[config.mk]
export PLATFORM = sky130hd
export DESIGN_NAME = tri_src_drv
export DESIGN_NICKNAME = d
export VERILOG_FILES = /design/src/rtl/tri_src_drv.sv
export SDC_FILE = /design/constraint.sdc
export NUM_CORES = 2
export LEC_CHECK = 0
export ABC_AREA = 1
export BUFFER_PORTS_ARGS = -buffer_cell sky130_fd_sc_hd__buf_2
export CAP_MARGIN = 25
export CORE_MARGIN = 5
export CORE_UTILIZATION = 35
export CTS_BUF_LIST = sky130_fd_sc_hd__clkbuf_16
export DETAILED_ROUTE_END_ITERATION = 12
export HOLD_SLACK_MARGIN = 0.1
export PLACE_DENSITY = 0.56
export SETUP_SLACK_MARGIN = 0.5
export SYNTH_ARGS = -nofsm -noshare
export SYNTH_HDL_FRONTEND = slang
export SYNTH_SLANG_ARGS = --single-unit
[constraint.sdc]
create_clock -name clk -period 16.2 [get_ports clk]
set_input_delay 4.86 -clock clk [delete_from_list [all_inputs] [get_ports clk]]
set_output_delay 4.86 -clock clk [all_outputs]
set_load 0.05 [all_outputs]
[src/rtl/tri_src_drv.sv]
// tri_src_drv: FIFO-backed triangle transmitter with valid/halt handshake,
// per-triangle sequence IDs and optional idle gaps between transfers.
module tri_src_drv #(
  parameter int SIGFIG = 24,
  parameter int RADIX  = 10,
  parameter int VERTS  = 3,
  parameter int AXIS   = 3,
  parameter int COLORS = 3,
  parameter int DEPTH  = 4,
  parameter int GAP    = 0
) (
  input  logic                                         clk,
  input  logic                                         rst,
  input  logic signed [VERTS-1:0][AXIS-1:0][SIGFIG-1:0] wr_tri_S,
  input  logic        [COLORS-1:0][SIGFIG-1:0]          wr_color_U,
  input  logic                                         wr_valid_H,
  output logic                                         wr_ready_H,
  output logic signed [VERTS-1:0][AXIS-1:0][SIGFIG-1:0] tri_R10S,
  output logic        [COLORS-1:0][SIGFIG-1:0]          color_R10U,
  output logic                                         validTri_R10H,
  output logic        [15:0]                           tri_id_R10U,
  input  logic                                         halt_RnnnnL,
  output logic        [31:0]                           count_sent_U,
  output logic        [$clog2(DEPTH):0]                fifo_level_U,
  output logic                                         idle_H
);
  localparam int AW = $clog2(DEPTH);
  localparam int GW = GAP > 1 ? $clog2(GAP) : 1;
  if (DEPTH < 2 || (DEPTH & (DEPTH - 1)) != 0 || RADIX >= SIGFIG) begin : g_bad_cfg
    $error("tri_src_drv: DEPTH must be a power of two >= 2 and RADIX < SIGFIG");
  end
  typedef enum logic [1:0] {S_IDLE, S_SEND, S_GAP} state_e;
  logic signed [VERTS-1:0][AXIS-1:0][SIGFIG-1:0] tri_mem [DEPTH];
  logic        [COLORS-1:0][SIGFIG-1:0]          col_mem [DEPTH];
  logic signed [VERTS-1:0][AXIS-1:0][SIGFIG-1:0] tri_q;
  logic        [COLORS-1:0][SIGFIG-1:0]          color_q;
  logic [AW:0]   wptr_q, rptr_q;
  logic [15:0]   id_q, id_next_q;
  logic [31:0]   count_q;
  logic [GW-1:0] gap_q;
  logic          valid_q, push, xfer, empty, load;
  state_e        state_q;
  assign fifo_level_U  = wptr_q - rptr_q;
  assign empty         = wptr_q == rptr_q;
  // level never exceeds DEPTH, so the top bit alone means full
  assign wr_ready_H    = !fifo_level_U[AW];
  assign push          = wr_valid_H && wr_ready_H;
  assign xfer          = valid_q && halt_RnnnnL;
  // a transfer only chains straight into the next load when no gap is configured
  assign load          = !empty && gap_q == '0 && (!valid_q || (xfer && GAP == 0));
  assign idle_H        = empty && !valid_q;
  assign tri_R10S      = tri_q;
  assign color_R10U    = color_q;
  assign validTri_R10H = valid_q;
  assign tri_id_R10U   = id_q;
  assign count_sent_U  = count_q;
  always_ff @(posedge clk) begin
    if (push) begin
      tri_mem[wptr_q[AW-1:0]] <= wr_tri_S;
      col_mem[wptr_q[AW-1:0]] <= wr_color_U;
    end
  end
  always_ff @(posedge clk or negedge rst) begin
    if (!rst) begin
      wptr_q    <= '0;
      rptr_q    <= '0;
      tri_q     <= '0;
      color_q   <= '0;
      valid_q   <= 1'b0;
      id_q      <= '0;
      id_next_q <= '0;
      count_q   <= '0;
      gap_q     <= '0;
      state_q   <= S_IDLE;
    end else begin
      if (push) wptr_q <= wptr_q + 1'b1;
      if (xfer) count_q <= count_q + 32'd1;
      if (load) begin
        rptr_q    <= rptr_q + 1'b1;
        tri_q     <= tri_mem[rptr_q[AW-1:0]];
        color_q   <= col_mem[rptr_q[AW-1:0]];
        valid_q   <= 1'b1;
        id_q      <= id_next_q;
        id_next_q <= id_next_q + 16'd1;
        state_q   <= S_SEND;
      end else if (xfer) begin
        valid_q <= 1'b0;
        state_q <= GAP > 0 ? S_GAP : S_IDLE;
        // loaded with GAP-1 so the reload edge itself is the last idle cycle
        gap_q   <= GW'(GAP > 0 ? GAP - 1 : 0);
      end else if (gap_q != '0) begin
        gap_q <= gap_q - 1'b1;
      end else if (state_q == S_GAP) begin
        state_q <= S_IDLE;
      end
    end
  end
endmodule

==> metrics.txt <==
outcome completed; die height 412.5 um; Final Instance Area between 60,000 and 70,000 um^2; worst skew pair latency around 0.77 ns; grt total ovfl 0; H-Tree Depth 4; top cells by area, synth edfxtp_1 (61%), dfrtp_1 (16%), nand2_1 (6.6%); Post-Syn Area per Cell 12.80 um^2; clock slew seen by the registers of the worst setup and hold paths ~0.060 ns; Post-DP Area 61,810 um^2; # rows around 150; Setup Buffers After CTS 0; Critical Path Fanout Max 62; drt wl/cell 19.98 um; Non-Filler Instances around 7,300; IR drop worst, VDD 159.3 uV; ys flop type edfxtp_1; Setup WS pre-CTS a little under 8 ns; worst slew pin tran between 1 and 1.5 ns; final WL roughly 150,000 um; top routing layer in use met5; Synth cell types 30; Fillers approximately 15,000; Leak Pwr about 26 nW; most frequent cell after synthesis edfxtp_1; Setup CP Type flop to output pin; GP Congestion slightly below 0.8; layout cell share with drive strength beyond 1 17.56%; CTS tree done; Worst Hold Class flop to flop; num ports roughly 630; clk root buf clkbuf_16; clk_skew between 0.02 and 0.03 ns; Tot GR Track Use about 17%; mapped cell area around 57,000 um^2; Vias 35,890; Yosys warnings 0; Commonest cells post-synth edfxtp_1 (1,152), nand2_1 (998), nor2_1 (627); die area around 170,000 um^2; post-synthesis sequential area ratio between 70% and 80%; Synth async-reset ratio between 20% and 30%; CTS sink count about 1,500; core area around 160,000 um^2; Syn Nets roughly 4,700; Worst Path Arrival between 2 and 3 ns; Residual DRC 0; final hold vios 0; Synth Register Bits 1,511; largest net degree at the start of global routing 180; initial antenna violation count 57; met3 WL post-DR 10,510 um; Initial Util between 30% and 40%; RSZ-0062 raised after global routing false; Hold Buf Count CTS 0; Routed met2 length roughly 70,000 um; Final ANT Viol Nets 0; post-layout min period slightly below 8 ns; fmax roughly 130 MHz; Clock Path Buffers 3; vias in the first global route roughly 35,000; PortBufs roughly 630; die width between 400 and 500 um; worst hold margin 0.4717 ns; largest area contributor in the synthesized netlist edfxtp_1; DP HPWL 84,210 um; Area Overhead vs Synth 17.88%; Post-synth EDFFs 1,152; Synth Instances between 4,000 and 5,000; CP endpoint kind output pin; area occupied by registers about 44,000 um^2; pwr dens around 220 nW/um^2; setup violators final 0; Met1 Routed Length between 60,000 and 70,000 um; dpl cells around 7,000; Final #Nets roughly 5,300; first-iteration detailed-routing DRC count approximately 2,600; Final Cycle Share ~48%; top-area cell type share of the netlist area roughly three fifths; Rel. slew slack a little over a quarter; area of the multi-input gates 11,670 um^2; max-slew violations 0; number of CTS-inserted buffers 161; Gates resized, CTS repair 0; Critical Path Source Type flop; via/cell ratio between 4 and 5; Pre-antenna DRT Iters 6; max-cap violation count 0; final worst slack around 8.5 ns; Data required, critical path roughly 11 ns; post-route setup TNS 0 ns; first-pass GRT wire length ~220,000 um
[routing by layer]
layer  vias up  track usage (%)
li1      16840                -
met1     17880            22.93
met2       913            26.57
met3       219            4.666
met4        38            4.474
met5         -                0
[worst paths after layout]
check                                    startpoint                          to  slack (ns)  cells past startpoint
max                           rptr_q[0]$_DFFE_PN0P_                  wr_ready_H        8.48                      4
min                        tri_R10S[70]$_DFFE_PN0P_    tri_R10S[70]$_DFFE_PN0P_        0.47                      2
max reg2reg                   rptr_q[0]$_DFFE_PN0P_    tri_mem[2][10]$_DFFE_PP_       10.96                      8
min reg2reg                tri_R10S[70]$_DFFE_PN0P_    tri_R10S[70]$_DFFE_PN0P_        0.47                      2
max in group asynchronous                       rst  color_R10U[69]$_DFFE_PN0P_       10.11                      3
min in group asynchronous                       rst   tri_R10S[126]$_DFFE_PN0P_        4.07                      1
[logic make-up after synthesis]
group | share of synthesized area, %
buffers and inverters | 2.646
muxes | 0.01986
AOI/OAI and AO/OA | 8.442
DFF | 76.85
xor gates and xnor gates | 0.5406
adders and majority gates | 0.2339
and+or+nand+nor | 11.27
[registers in the layout, indices dropped and copies added (netlist names)]
signal	flops
col_mem	288
color_R10U	72
count_sent_U	32
id_next_q	16
rptr_q	3
tri_R10S	216
tri_id_R10U	16
tri_mem	864
validTri_R10H	1
wptr_q	3
[where the power goes]
part / total [W] / switching (W) / leakage [nW] / internal, W
combinational: 0.00536 / 0.00417 / 8.37 / 0.00119
clock: 0.00339 / 0.00151 / 2.59 / 0.00188
sequential: 0.00573 / 0.000421 / 14.9 / 0.00530
total: 0.0145 / 0.00611 / 25.8 / 0.00838
[critical path, cell delays in order, from the launching register on]
cell	delay, ns
dfrtp_4	0.77
ha_1	0.33
fa_1	0.37
xor2_1	0.29
buf_2	0.33
[stage by stage]
step	power, W	utilization (%)
2_1_floorplan	0.009895	-
3_3_place_gp	0.01120	38.45
3_5_place_dp	0.01126	38.45
4_1_cts	0.01469	41.51
5_1_grt	0.01537	41.54
6_report	0.01448	41.58
[cells in the final DEF, fill, tap and decap left out, types with 18 or more instances in the layout]
master / n
buf_2: 632
diode_2: 38
clkinv_2: 18
o21ai_0: 587
clkinv_1: 38
clkbuf_16: 162
nand2_1: 998
dfrtp_1: 357
inv_1: 101
buf_4: 35
o22ai_1: 288
nor2_1: 623
xor2_1: 26
edfxtp_1: 1152
nand3_1: 24
[area by class of cell]
class	instances	area share (%)
sequential	1511	65.20
clock inverter	138	1.286
tap	2160	4.043
multi-input combinational	2607	17.46
clock buffer	162	6.065
inverter	52	0.3388
antenna	38	0.1423
timing repair buffer	678	5.458
Note: power is estimated with default switching activity, not from simulation.
